===== src/rtl/oven_pkg.sv =====
// rtl/oven_pkg.sv - shared types and constants for the oven heater controller
// Purpose: FSM state encoding, heat-level constants, legal target range and
//          a clamp helper shared by oven_heat_ctrl and oven_heat_law.
// Ports:   none (package).
package oven_pkg;

  typedef enum logic [2:0] {
    ST_IDLE    = 3'd0,
    ST_PREHEAT = 3'd1,
    ST_BAKE    = 3'd2,
    ST_DONE    = 3'd3,
    ST_FAULT   = 3'd4
  } state_t;

  localparam logic [1:0] HEAT_OFF  = 2'd0;
  localparam logic [1:0] HEAT_LOW  = 2'd1;
  localparam logic [1:0] HEAT_MID  = 2'd2;
  localparam logic [1:0] HEAT_HIGH = 2'd3;

  localparam int T_MIN = 65;
  localparam int T_MAX = 511;

  function automatic int clamp_int(input int v, input int lo, input int hi);
    if (v < lo) return lo;
    if (v > hi) return hi;
    return v;
  endfunction

endpackage


===== src/rtl/oven_heat_ctrl_if.sv =====
// rtl/oven_heat_ctrl_if.sv - request/feedback/status bundle of the heater controller
// Purpose: groups every non-clock, non-reset signal of oven_heat_ctrl.
// Ports (master view): drives start, cancel, target_temp, bake_cycles,
//          current_temp, preheated; observes target_q, heat, state, ready,
//          done, remaining. The slave modport is the controller side.
interface oven_heat_ctrl_if #(
  parameter int TEMP_W = 10,
  parameter int TIME_W = 16
);

  logic              start;
  logic              cancel;
  logic [TEMP_W-1:0] target_temp;
  logic [TIME_W-1:0] bake_cycles;
  logic [TEMP_W-1:0] current_temp;
  logic              preheated;
  logic [TEMP_W-1:0] target_q;
  logic [1:0]        heat;
  logic [2:0]        state;
  logic              ready;
  logic              done;
  logic [TIME_W-1:0] remaining;

  modport master (
    output start, cancel, target_temp, bake_cycles, current_temp, preheated,
    input  target_q, heat, state, ready, done, remaining
  );

  modport slave (
    input  start, cancel, target_temp, bake_cycles, current_temp, preheated,
    output target_q, heat, state, ready, done, remaining
  );

endinterface


===== src/rtl/oven_heat_law.sv =====
// rtl/oven_heat_law.sv - combinational temperature-error to heat-level mapper
// Purpose: heat = 3/2/1/0 for err = target - current above BAND_HI, above
//          BAND_MID, above 0, or not positive.
// Ports:   target (in, TEMP_W), current (in, TEMP_W), heat (out, 2).
module oven_heat_law
  import oven_pkg::*;
#(
  parameter int TEMP_W   = 10,
  parameter int BAND_HI  = 40,
  parameter int BAND_MID = 10
) (
  input  logic [TEMP_W-1:0] target,
  input  logic [TEMP_W-1:0] current,
  output logic [1:0]        heat
);

  localparam logic signed [TEMP_W:0] BAND_HI_S  = (TEMP_W+1)'(BAND_HI);
  localparam logic signed [TEMP_W:0] BAND_MID_S = (TEMP_W+1)'(BAND_MID);

  // One extra bit so a target below the current temperature goes negative.
  logic signed [TEMP_W:0] err;

  assign err = $signed({1'b0, target}) - $signed({1'b0, current});

  always_comb begin
    heat = HEAT_OFF;
    if (err > BAND_HI_S) begin
      heat = HEAT_HIGH;
    end else if (err > BAND_MID_S) begin
      heat = HEAT_MID;
    end else if (err > 0) begin
      heat = HEAT_LOW;
    end
  end

endmodule


===== src/rtl/oven_heat_ctrl.sv =====
// rtl/oven_heat_ctrl.sv - bake-request heater controller in front of the oven model
// Purpose: latches a bake request, regulates heat from the latched target and
//          fed-back temperature, waits for preheat, counts the bake and pulses
//          done. Optional macro OVEN_PREHEAT_TIMEOUT_EN adds a preheat timeout
//          that parks the controller in FAULT until cancel or reset.
// Ports:   clk (in), reset (in, async active-high),
//          bus (oven_heat_ctrl_if.slave): start, cancel, target_temp,
//          bake_cycles, current_temp, preheated in; target_q, heat, state,
//          ready, done, remaining out.
module oven_heat_ctrl #(
  parameter int TEMP_W          = 10,
  parameter int TIME_W          = 16,
  parameter int BAND_HI         = 40,
`ifdef OVEN_PREHEAT_TIMEOUT_EN
  parameter int PREHEAT_TIMEOUT = 4096,
`endif
  parameter int BAND_MID        = 10
) (
  input  logic            clk,
  input  logic            reset,
  oven_heat_ctrl_if.slave bus
);

  import oven_pkg::*;

  state_t            state_q, state_d;
  logic [TEMP_W-1:0] target_q, target_d;
  logic [TIME_W-1:0] rem_q, rem_d;
  logic [1:0]        heat_q, heat_d;
  logic              done_q, done_d;
  logic [1:0]        law_heat;

`ifdef OVEN_PREHEAT_TIMEOUT_EN
  localparam int PC_W = (PREHEAT_TIMEOUT > 2) ? $clog2(PREHEAT_TIMEOUT) : 1;
  localparam logic [PC_W-1:0] PC_LAST = PC_W'(PREHEAT_TIMEOUT - 1);
  logic [PC_W-1:0] pc_q, pc_d;
`endif

  // Regulate against the target that will be held next cycle, so the first
  // PREHEAT cycle already heats toward the freshly latched target.
  oven_heat_law #(
    .TEMP_W  (TEMP_W),
    .BAND_HI (BAND_HI),
    .BAND_MID(BAND_MID)
  ) u_law (
    .target (target_d),
    .current(bus.current_temp),
    .heat   (law_heat)
  );

  always_ff @(posedge clk or posedge reset) begin
    if (reset) begin
      state_q  <= ST_IDLE;
      target_q <= TEMP_W'(T_MIN);
      rem_q    <= '0;
      heat_q   <= HEAT_OFF;
      done_q   <= 1'b0;
`ifdef OVEN_PREHEAT_TIMEOUT_EN
      pc_q     <= '0;
`endif
    end else begin
      state_q  <= state_d;
      target_q <= target_d;
      rem_q    <= rem_d;
      heat_q   <= heat_d;
      done_q   <= done_d;
`ifdef OVEN_PREHEAT_TIMEOUT_EN
      pc_q     <= pc_d;
`endif
    end
  end

  always_comb begin
    state_d  = state_q;
    target_d = target_q;
    rem_d    = rem_q;
    done_d   = 1'b0;
`ifdef OVEN_PREHEAT_TIMEOUT_EN
    pc_d     = pc_q;
`endif
    case (state_q)
      ST_IDLE: begin
        // cancel beats a simultaneous start
        if (bus.start && !bus.cancel) begin
          state_d  = ST_PREHEAT;
          target_d = TEMP_W'(clamp_int(int'(bus.target_temp), T_MIN, T_MAX));
          rem_d    = bus.bake_cycles;
`ifdef OVEN_PREHEAT_TIMEOUT_EN
          pc_d     = '0;
`endif
        end
      end
      ST_PREHEAT: begin
        if (bus.cancel) begin
          state_d = ST_IDLE;
        end else if (bus.preheated) begin
          state_d = ST_BAKE;
        end
`ifdef OVEN_PREHEAT_TIMEOUT_EN
        else if (pc_q == PC_LAST) begin
          state_d = ST_FAULT;
        end else begin
          pc_d = pc_q + PC_W'(1);
        end
`endif
      end
      ST_BAKE: begin
        if (bus.cancel) begin
          state_d = ST_IDLE;
        end else if (rem_q == '0) begin
          state_d = ST_DONE;
          done_d  = 1'b1;
        end else begin
          rem_d = rem_q - TIME_W'(1);
        end
      end
      ST_DONE: begin
        state_d = ST_IDLE;
      end
`ifdef OVEN_PREHEAT_TIMEOUT_EN
      ST_FAULT: begin
        if (bus.cancel) begin
          state_d = ST_IDLE;
        end
      end
`endif
      default: begin
        state_d = ST_IDLE;
      end
    endcase

    heat_d = HEAT_OFF;
    if (state_d == ST_PREHEAT || state_d == ST_BAKE) begin
      heat_d = law_heat;
    end
  end

  assign bus.target_q  = target_q;
  assign bus.heat      = heat_q;
  assign bus.state     = 3'(state_q);
  assign bus.ready     = (state_q == ST_IDLE);
  assign bus.done      = done_q;
  assign bus.remaining = rem_q;

endmodule

===== src/flat_wrapper.sv =====
// flat-port wrapper written by rule: the top's interface ports become plain ports
module oven_heat_ctrl_flat import oven_pkg::*;
#(
  parameter int TEMP_W          = 10,
  parameter int TIME_W          = 16,
  parameter int BAND_HI         = 40,

  parameter int BAND_MID        = 10
)
  (clk, reset, bus_start, bus_cancel, bus_target_temp, bus_bake_cycles, bus_current_temp, bus_preheated, bus_target_q, bus_heat, bus_state, bus_ready, bus_done, bus_remaining);
  oven_heat_ctrl_if #(.TEMP_W(TEMP_W), .TIME_W(TIME_W)) bus_i ();
  input  logic clk;
  input  logic reset;
  input wire logic [$bits(bus_i.start)-1:0] bus_start;
  input wire logic [$bits(bus_i.cancel)-1:0] bus_cancel;
  input wire logic [$bits(bus_i.target_temp)-1:0] bus_target_temp;
  input wire logic [$bits(bus_i.bake_cycles)-1:0] bus_bake_cycles;
  input wire logic [$bits(bus_i.current_temp)-1:0] bus_current_temp;
  input wire logic [$bits(bus_i.preheated)-1:0] bus_preheated;
  output wire logic [$bits(bus_i.target_q)-1:0] bus_target_q;
  output wire logic [$bits(bus_i.heat)-1:0] bus_heat;
  output wire logic [$bits(bus_i.state)-1:0] bus_state;
  output wire logic [$bits(bus_i.ready)-1:0] bus_ready;
  output wire logic [$bits(bus_i.done)-1:0] bus_done;
  output wire logic [$bits(bus_i.remaining)-1:0] bus_remaining;
  assign bus_i.start = bus_start;
  assign bus_i.cancel = bus_cancel;
  assign bus_i.target_temp = bus_target_temp;
  assign bus_i.bake_cycles = bus_bake_cycles;
  assign bus_i.current_temp = bus_current_temp;
  assign bus_i.preheated = bus_preheated;
  assign bus_target_q = bus_i.target_q;
  assign bus_heat = bus_i.heat;
  assign bus_state = bus_i.state;
  assign bus_ready = bus_i.ready;
  assign bus_done = bus_i.done;
  assign bus_remaining = bus_i.remaining;
  oven_heat_ctrl #(.TEMP_W(TEMP_W), .TIME_W(TIME_W), .BAND_HI(BAND_HI), .BAND_MID(BAND_MID)) u_core (.clk(clk), .reset(reset), .bus(bus_i));
endmodule

===== config.mk =====
export PLATFORM = sky130hd
export DESIGN_NAME = oven_heat_ctrl_flat
export DESIGN_NICKNAME = d
export VERILOG_FILES = /design/src/rtl/oven_pkg.sv /design/src/rtl/oven_heat_ctrl_if.sv /design/src/rtl/oven_heat_law.sv /design/src/rtl/oven_heat_ctrl.sv /design/src/flat_wrapper.sv
export SDC_FILE = /design/constraint.sdc
export NUM_CORES = 1
export LEC_CHECK = 0
export BUFFER_PORTS_ARGS = -buffer_cell sky130_fd_sc_hd__buf_4
export CAP_MARGIN = 20
export CORE_UTILIZATION = 45
export CTS_CLUSTER_DIAMETER = 60
export DETAILED_ROUTE_END_ITERATION = 7
export PLACE_DENSITY = 0.75
export SYNTH_ARGS = -nofsm -noshare
export SYNTH_HDL_FRONTEND = slang
export SYNTH_SLANG_ARGS = --single-unit

===== constraint.sdc =====
create_clock -name clk -period 3.6 [get_ports clk]
set_input_delay 0 -clock clk [delete_from_list [all_inputs] [get_ports clk]]
set_output_delay 0 -clock clk [all_outputs]
set_load 0.05 [all_outputs]

# Word level (Yosys, flattened, before mapping)
# Cells that the tools add are included.
word_totals:
  register_bits: 32
  latchBits: 0
  mem_bits_rw: 0
  romBits: 0
  in_bits: 41
  out_inout_bits: 33
  word_cells: 56
  mem_count: 0
op_classes:
  addsub: 2
  mul: 0
  div: 0
  magnitude_cmp: 5
  n_eq_ne: 7
  shift: 0
  muxes: 30
  bitwise_logic: 0
  n_reduce_logical: 7
ops:
  columns: ["cell", "count"]
  rows:
  - ["$mux 16", 3]
  - ["$mux 10", 4]
  - ["$pmux 16 s2", 1]
  - ["$logic_not 16->1", 1]
  - ["$sub 16x1->16 const B", 1]
  - ["$mux 3", 5]
  - ["$gt 11x1->1 const B", 1]
  - ["$gt 11x5->1 const B", 1]
  - ["$gt 11x7->1 const B", 1]
  - ["$mux 1", 11]
  - ["$sub 10x10->11", 1]
  - ["$gt 10x9->1 const B", 1]
  - ["$lt 10x7->1 const B", 1]
  - ["$mux 9", 1]
  - ["$pmux 3 s3", 1]
  - ["$mux 7", 1]
  - ["$eq 3x1->1 const B", 2]
  - ["$eq 3x2->1 const B", 2]
  - ["$mux 2", 3]
  - ["$ne 2x2->1 const B", 2]
  - ["$reduce_and 4->1", 1]
  - ["$logic_not 3->1", 1]
  - ["$ne 2x1->1 const B", 1]
  - ["$reduce_bool 2->1", 1]
  - ["3 further kinds", 3]

# Depth between registers and ports, before layout
# Gate-level depths: netlist of the first run.
logic_depth:
  word_depth: 17
  mapped_depth: 17
  mapped_depth_nobuf: 14

# Cells and area by module
# Synthesis of the first run repeated with hierarchy kept, for this count alone.
hier_totals:
  cells_unflattened: 272
  area_unflattened_um2: 2257.2
by_module_without_submodules:
  columns: ["module", "n_inst", "cells_per_inst", "area_each_um2", "seq_area_each_um2"]
  rows:
  - ["oven_heat_ctrl", 1, 193, 1706.6, 803.3]
  - ["oven_heat_law", 1, 79, 550.5, 0.0]

# Worst setup path after synthesis of the first run
# OpenSTA, ideal clock, no wires.
synth_path:
  path_type: "reg-to-reg"
  startpoint: "reg u_core.state_q[1] (netlist: u_core.bus.state[1])"
  endpoint: "reg u_core.heat_q[0] (netlist: u_core.bus.heat[0])"
  setup_ps: 96
  arrival_ps: 4796
  required_ps: 3504
  slack_ps: -1292
  path_stages_with_launch: 15
  n_path_buf: 2
  period_less_slack_ps: 4892
  cell_sequence: "dfrtp_1 > clkbuf_1 > nor3_1 > nand2_1 > or2_2 > clkbuf_1 > o31ai_1 > ha_1 > nor2b_4 > o2111a_1 > or3_1 > a2111oi_2 > o2111a_2 > nand2_2 > o32ai_2"
synth_via:
  elab_chain_cells: 8
  word_cells_on_any_way: 21
  cone_classes: "add/sub (1); order compare (3); eq/ne (4); mux (11); reduce/logical (2)"
synth_rtl:
  columns: ["item", "line_no", "source"]
  rows:
  - ["start: declaration", "oven_heat_ctrl.sv:26", "state_t state_q, state_d;"]
  - ["start signal: assignment", "oven_heat_ctrl.sv:62", "state_q <= state_d;"]
  - ["$logic_not 3->1 *", null, null]
  - ["named net bus_ready", "flat_wrapper.sv:23", "output wire logic [$bits(bus_i.ready)-1:0] bus_ready;"]
  - ["$mux 10 *", "oven_heat_ctrl.sv:81", "case (state_q)"]
  - ["named net u_core.target_d[1]", "oven_heat_ctrl.sv:27", "logic [TEMP_W-1:0] target_q, target_d;"]
  - ["$sub 10x10->11 *", "oven_heat_law.sv:23", "assign err = $signed({1'b0, target}) - $signed({1'b0, current});"]
  - ["$gt 11x1->1", "oven_heat_law.sv:31", "end else if (err > 0) begin"]
  - ["$mux 1", "oven_heat_law.sv:31", null]
  - ["$mux 2", "oven_heat_law.sv:29", "end else if (err > BAND_MID_S) begin"]
  - ["$mux 2 *", "oven_heat_law.sv:27", "if (err > BAND_HI_S) begin"]
  - ["$mux 2 *", "oven_heat_ctrl.sv:133", "if (state_d == ST_PREHEAT || state_d == ST_BAKE) begin"]
  - ["named net u_core.heat_d[0]", "oven_heat_ctrl.sv:29", "logic [1:0] heat_q, heat_d;"]
  - ["end signal: assignment", "oven_heat_ctrl.sv:65", "heat_q <= heat_d;"]
  - ["end: declaration", "oven_heat_ctrl.sv:29", null]
# Mark *: on every way through the listed nets, which the timed path passes. The rest lies on a longest branch.
# A chain may end at the register's enable or synchronous reset.

# Worst setup path in the final report of the first run
layout_path:
  startpoint: "reg u_core.state_q[2] (netlist: u_core.bus.state[2])"
  endpoint: "reg u_core.heat_q[0] (netlist: u_core.bus.heat[0])"
layout_via:
  elab_chain_cells: 8
  word_cells_on_any_way: 21
  cone_classes: "add/sub (1); order compare (3); eq/ne (4); mux (11); reduce/logical (2)"
layout_rtl:
  columns: ["item", "line_no"]
  rows:
  - ["$logic_not 3->1 *", "oven_heat_ctrl.sv:81"]
  - ["$mux 10 *", "oven_heat_ctrl.sv:81"]
  - ["named net u_core.target_d[2]", "oven_heat_ctrl.sv:27"]
  - ["$sub 10x10->11 *", "oven_heat_law.sv:23"]
  - ["$gt 11x1->1", "oven_heat_law.sv:31"]
  - ["$mux 1", "oven_heat_law.sv:31"]
  - ["$mux 2", "oven_heat_law.sv:29"]
  - ["$mux 2 *", "oven_heat_law.sv:27"]
  - ["$mux 2 *", "oven_heat_ctrl.sv:133"]
  - ["named net u_core.heat_d[0]", "oven_heat_ctrl.sv:29"]
# Marked as above.

==> reports/qor.yml, run 1 <==
worst_setup_path:
  critPathKind: "register to register"
  cp-end-kind: "register"
  cp.arrival_ns: 3.57
  required_ns: 3.79
  cp_max_fo: 16
  cpPeakStageDelay_ns: 0.45
  path_buf_inv: 0
  critical_path.startpoint_type: "register"
  crit_family: "compound AO/OA/AOI/OAI gates"
  path_cells: "nor3_4 > nand2_1 > or2_4 > o31ai_1 > ha_1 > o2111a_1 > or3_1 > a2111oi_2 > o2111a_2 > nand2_2 > o32ai_2"
  slowest_stage: "dfrtp_2"
yosys:
  ys_seq_area_share_pct: 34.99
  synthFlopType: "dfrtp_1"
  avgSynthCellArea_um2: 8.056
  synthArstFlopShare_pct: 100.0
  synth_seq_cells: 32
  synthCells: 285
  synth_area_um2: 2296
  synth_edf_count: 0
  yosysUniqueCellTypes: 55
  yosysWarnings: 0
  syn_nets: 338
timing:
  fin_crit_sh_pct: 93.91
  clock_skew_ns: 0.007700
  fmax_mhz: 295.8
  rsz0062_at_grt: "false"
  layout_setup_ws_ns: 0.2193
  maxSlewHeadroom_pct: 64.57
  finalHoldViolCount: 0
  setup_violations: 0
  final_max_slew_viol_count: 0
  timing.final.crit_period_ns: 3.381
  hold_ws_ns: 0.003547
  worst_slew_pin_slew_ns: 0.5302
clocking:
  clock_latency_ns: 0.29
  clock-root-buffer: "clkbuf_8"
  numCtsBuffers: 5
  cts.htree.levels: 2
  cts_tree: "built"
  clk_path_buf_depth: 2
  clk_pin_slew_worst_paths_ns: 0.06
  numClockSinks: 32
hold_path:
  min_path_type: "primary input to register"
final_layout:
  multi_input_comb_area_um2: 1419
  seq_area_um2: 807.0
  drive_gt1_share_pct: 28.93
  area_growth_pct: 34.55
  nFillCells: 446
  fin_nets: 415
  n_antenna_cell: 0
  final_common_cell: "buf_4"
  final_util_pct: 64.13
  final_cell_mix: "buf_4, nor2_1, o21ai_0"
detailed_routing:
  vias: 2399
  drtAntennaViolNets: 0
  first_pass_iters: 4
  drc: 0
  wl_per_cell_um: 14.41
  drtIter0Drc: 109
  via_per_inst: 5.579
  routed_wl_um: 6198
floorplan:
  design.portCount: 74
  fp.dieArea_um2: 5392
  start_util_pct: 47.66
  die_h_um: 73.43
  num_rows: 25
  die_w_um: 73.43
  core_um2: 4817
pwr:
  p_int_w: 0.0008453
  power_frac_clock_pct: 18.6
  vdd_ir_drop_max_mv: 0.2742
  switching_share_pct: 44.45
  leakage_nw: 1.420
  power.switching_w: 0.0006764
  pwr-share-comb_pct: 48.8
  share_seq_of_total_power_pct: 32.6
  pwr_density_cell_nw_per_um2: 492.6
placed_design:
  place_hpwl_um: 4748
  gp_congestion: 0.9442
  portBuffers: 73
  preCtsSetupSlack_ns: 0.2398
global_route:
  gr-usage-all-layers_pct: 24.62
  grt_overflow: 0
  first_global_vias: 2222
  grt_pass1_wl_um: 10030
  antenna_found_initial: 0
  grt_max_degree: 33
flow_run:
  maxCapViolations: 0
status:
  status: "complete, no violations"
sequential cells by signal, indices dropped and copies added (netlist names):
name,flops
u_core.bus.done,1
u_core.bus.target_q,10
u_core.bus.remaining,16
u_core.bus.state,3
u_core.bus.heat,2
power by group through the flow:
| stage | registers (W) | logic [W] | clock network [W] |
|---|---|---|---|
| floorplan | 0.000701 | 0.000318 | 0 |
| global placement | 0.000501 | 0.000728 | 0 |
| detailed placement | 0.000503 | 0.000735 | 0 |
| CTS | 0.000497 | 0.000740 | 0.000289 |
| global route | 0.000507 | 0.000802 | 0.000306 |
| finish | 0.000497 | 0.000742 | 0.000283 |
final timing paths:
check | start | endpoint | slack, ns | cells past startpoint
max in group asynchronous | reset | u_core.bus.target_q[0]$_DFF_PP1_ | 2.89 | 4
hold reg to reg | u_core.bus.target_q[8]$_DFF_PP0_ | u_core.bus.target_q[8]$_DFF_PP0_ | 0.51 | 2
setup / recovery | u_core.bus.state[2]$_DFF_PP0_ | u_core.bus.heat[0]$_DFF_PP0_ | 0.22 | 11
setup reg to reg | u_core.bus.state[2]$_DFF_PP0_ | u_core.bus.heat[0]$_DFF_PP0_ | 0.22 | 11
min in group asynchronous | reset | u_core.bus.done$_DFF_PP0_ | 0.38 | 4
hold / removal | bus_preheated | u_core.bus.state[0]$_DFF_PP0_ | 0.004 | 3
final cells by class:
cell class / instances / share of cell area, %
clock buffers: 8 / 2.916
inverters: 19 / 2.309
multi-input cells: 223 / 45.93
flip-flops and latches: 32 / 26.12
well taps: 67 / 2.714
repair buffers: 81 / 20.01
cells in the mapped netlist (3+ instances only):
cell,instances,share of area [%]
clkbuf_1,8,1.3
nand2_1,26,4.3
a211oi_1,4,1.3
o21a_1,4,1.3
nand3_1,4,0.87
a2bb2oi_1,3,1.1
o22ai_1,3,0.82
nor3_1,16,3.5
o21ai_0,29,6.3
inv_1,19,3.1
ha_1,11,6.0
a21o_1,3,0.98
nor2_1,34,5.6
a22oi_1,7,2.3
nand4_1,5,1.4
o31ai_1,7,2.3
dfrtp_1,30,33
a21oi_1,23,5.0
or3_1,3,0.82
worst min-delay path, stage by stage:
cell and delay [ns]:
buf_4 0.09, o31a_1 0.11, o31ai_1 0.06
per-stage QoR:
step	instances	total power (W)	setup TNS, ns	area [um^2]
after detailed placement	418	0.001238	0	2959
after floorplan	285	0.001019	-0.2423	2371
final	430	0.001522	0	3089
after global routing	430	0.001615	0	3089
after CTS	430	0.001526	0	3089
after global placement	418	0.001229	0	2959
logic make-up (layout without fill, tap and decap cells):
| group | count (synthesis) | in the layout | share of synthesized area [%] |
|---|---|---|---|
| other | 1 | 1 | 0.1633 |
| adder cells (fa/ha/maj) | 12 | 12 | 6.866 |
| XOR/XNOR | 3 | 3 | 1.145 |
| AO/OA/AOI/OAI | 102 | 102 | 29.86 |
| buffers and inverters | 30 | 108 | 5.014 |
| AND/OR/NAND/NOR | 105 | 105 | 21.96 |
| flip-flops | 32 | 32 | 34.99 |
layer usage:
layer	wire (um)	GRT usage (%)	share of wire (%)	up-vias
li1	-	-	-	1192
met3	365	3.567	5.9	13
met4	129	11.75	2.1	0
met2	3048	41.56	49	93
met1	2655	30.95	43	1101
met5	0	0	0	-
repair_timing:
item                                    CTS  global route
hold buffers                              4             0
resized for setup                         0             1
hold endpoints to repair                 35             0
endpoints found under the setup margin    0             1
buffers inserted                          0             0
Note: power is estimated with default switching activity, not from simulation.
==> inputs of run 2 (changes only) <==
Settings changed: BUFFER_PORTS_ARGS -buffer_cell sky130_fd_sc_hd__buf_4 to -buffer_cell sky130_fd_sc_hd__buf_2.
==> run 2 against run 1 <==
  * Sequential share of layout area is 1.6 points higher
  * Critical endpoint unchanged
  * Non-clock buffer count down 1
  * Cell area decreased by 5.8%
  * Count of clock-buffer cells in the layout did not move
  * Clock skew grew 0.0062 ns
  * Sequential power shrank 0.8%
  * Global-route usage increased by 0.23 points
  * Fmax up 0.14%
  * Sequential cell count did not move
==> reports/qor.yml, run 2 (same netlist as run 1, synthesis figures left out) <==
status:
  status: "complete, no violations"  # unchanged
floorplan:
  die_h_um: 73.43  # unchanged
  die_w_um: 73.43  # unchanged
  start_util_pct: 47.66  # unchanged
  design.portCount: 74  # unchanged
  num_rows: 25  # unchanged
  fp.dieArea_um2: 5392  # unchanged
  core_um2: 4817  # unchanged
detailed_routing:
  routed_wl_um: 6209  # was 6198 um
  drc: 0  # unchanged
  first_pass_iters: 4  # unchanged
  drtAntennaViolNets: 0  # unchanged
  drtIter0Drc: 178  # was 109
  wl_per_cell_um: 14.47  # was 14.41 um
  vias: 2389  # was 2,399
  via_per_inst: 5.569  # was 5.579
clocking:
  clock_latency_ns: 0.29  # about the same
  clk_pin_slew_worst_paths_ns: 0.07  # was 0.06 ns
  cts.htree.levels: 2  # unchanged
  post-cts-setup-buffers: 0  # unchanged
  clock-root-buffer: "clkbuf_8"  # unchanged
  numClockSinks: 32  # unchanged
  clk_path_buf_depth: 2  # unchanged
  numCtsBuffers: 5  # unchanged
  cts_tree: "built"  # unchanged
final_layout:
  final_cell_mix: "buf_2, nor2_1, o21ai_0"  # was buf_4, nor2_1, o21ai_0
  n_antenna_cell: 0  # unchanged
  fin_nets: 414  # was 415
  largest_reg_flops: 16  # unchanged
  final_common_cell: "buf_2"  # was buf_4
  drive_gt1_share_pct: 29.83  # was 28.93%
  area_growth_pct: 26.76  # was 34.55%
  finalInstanceArea_um2: 2910  # was 3089 um^2
pwr:
  p_total_w: 0.001490  # was 0.001522 W
  pwr_density_cell_nw_per_um2: 511.9  # was 492.6 nW/um^2
  leakage_nw: 1.361  # was 1.420 nW
  vdd_ir_drop_max_mv: 0.2594  # was 0.2742 mV
global_route:
  grt_pass1_wl_um: 10140  # was 10,030 um
  first_global_vias: 2217  # was 2,222
  grt_max_degree: 33  # unchanged
  antenna_found_initial: 0  # unchanged
  gr-usage-all-layers_pct: 24.85  # was 24.62%
  grt_overflow: 0  # unchanged
hold_path:
  whs_path_depth: 3  # unchanged
  min_path_type: "primary input to register"  # unchanged
timing:
  fmax_mhz: 296.2  # was 295.8 MHz
  setup_violations: 0  # unchanged
  fin_crit_sh_pct: 93.78  # was 93.91%
  worst_slew_pin_slew_ns: 0.5163  # was 0.5302 ns
  finalHoldViolCount: 0  # unchanged
  timing.final.crit_period_ns: 3.376  # was 3.381 ns
  rsz0062_at_grt: "false"  # unchanged
  clock_skew_ns: 0.01390  # was 0.007700 ns
  final_max_slew_viol_count: 0  # unchanged
  maxSlewHeadroom_pct: 65.50  # was 64.57%
worst_setup_path:
  rr_worst_depth: 12  # was 11
  cp.arrival_ns: 3.57  # about the same
  required_ns: 3.80  # was 3.79 ns
  critPathKind: "register to register"  # unchanged
  critical_path.startpoint_type: "register"  # unchanged
  cp-end-kind: "register"  # unchanged
  cp_max_fo: 16  # unchanged
placed_design:
  place_hpwl_um: 4723  # was 4748 um
  gp_congestion: 0.8991  # was 0.9442
  place_area_um2: 2776  # was 2959 um^2
  portBuffers: 73  # unchanged
flow_run:
  maxCapViolations: 0  # unchanged
==> run 2: cell count changes in the layout (fill, tap and decap cells not counted), moves of 2 or more <==
cell | previous run | this run
buf_2 | 0 | 73
buf_4 | 77 | 4
o31ai_1 | 5 | 3
o31ai_2 | 1 | 3
==> run 2: where the power goes <==
group          internal, W  switching (W)  leakage, nW
Combinational     0.000220       0.000485        0.933
Clock             0.000156       0.000136       0.0455
Sequential        0.000423      0.0000700        0.382
Total             0.000799       0.000691         1.36
==> run 2: path summary, 6_finish.rpt <==
kind	from	endpoint	slack, ns
worst max-delay path	u_core.bus.state[2]$_DFF_PP0_	u_core.bus.heat[0]$_DFF_PP0_	0.22
worst min-delay path	bus_bake_cycles[10]	u_core.bus.remaining[10]$_DFFE_PP0P_	0.01
worst max register to register	u_core.bus.state[2]$_DFF_PP0_	u_core.bus.heat[0]$_DFF_PP0_	0.22
worst min register to register	u_core.bus.target_q[7]$_DFF_PP0_	u_core.bus.target_q[7]$_DFF_PP0_	0.51
max in group asynchronous	reset	u_core.bus.target_q[0]$_DFF_PP1_	2.93
min in group asynchronous	reset	u_core.bus.remaining[12]$_DFFE_PP0P_	0.34
==> run 2: layer usage <==
metal / part of all wire, % / vias up / global-route usage, % / wire [um]
li1: - / 1185 / - / -
met1: 44 / 1113 / 31.09 / 2725
met5: 0 / - / 0 / 0
met3: 5.3 / 13 / 5.898 / 329
met2: 48 / 78 / 41.36 / 3001
met4: 2.4 / 0 / 9.829 / 152
==> run 2: layout make-up <==
cell class	instances	area, um^2
Fill cell	478	1907
Multi-Input combinational cell	223	1433
Sequential cell	32	807.0
Timing Repair Buffer	80	425.4
Clock buffer	8	90.09
Tap cell	67	83.83
Inverter	19	71.32
==> run 2: critical path, cell delays in order (launching register included) <==
cell,delay (ns)
dfrtp_2,0.45
nor3_4,0.19
nand2_1,0.11
or2_4,0.33
o31ai_4,0.24
ha_1,0.27
nor2b_4,0.13
o2111a_1,0.27
or3_1,0.39
a2111oi_2,0.32
o2111a_2,0.28
nand2_2,0.05
o32ai_2,0.25
==> run 2: timing repair <==
item / in CTS / in global routing
gates resized for setup: 0 / 5
hold endpoints to repair: 34 / 0
endpoints found under the setup margin: 0 / 1
hold buffers: 3 / 0
==> run 2: stage by stage <==
step | setup TNS, ns | utilization [%] | hold WS (ns) | setup WS, ns | cells
detailed placement | 0 | 57.64 | 0.1145 | 0.1866 | 418
global placement | 0 | 57.64 | 0.1129 | 0.2845 | 418
finish | 0 | 60.42 | 0.01037 | 0.2239 | 429
global route | 0 | 60.42 | 0.01043 | 0.0009495 | 429
CTS | 0 | 60.13 | 0.003001 | 0.1787 | 429
floorplan | -0.2423 | - | 0.06641 | -0.2063 | 285
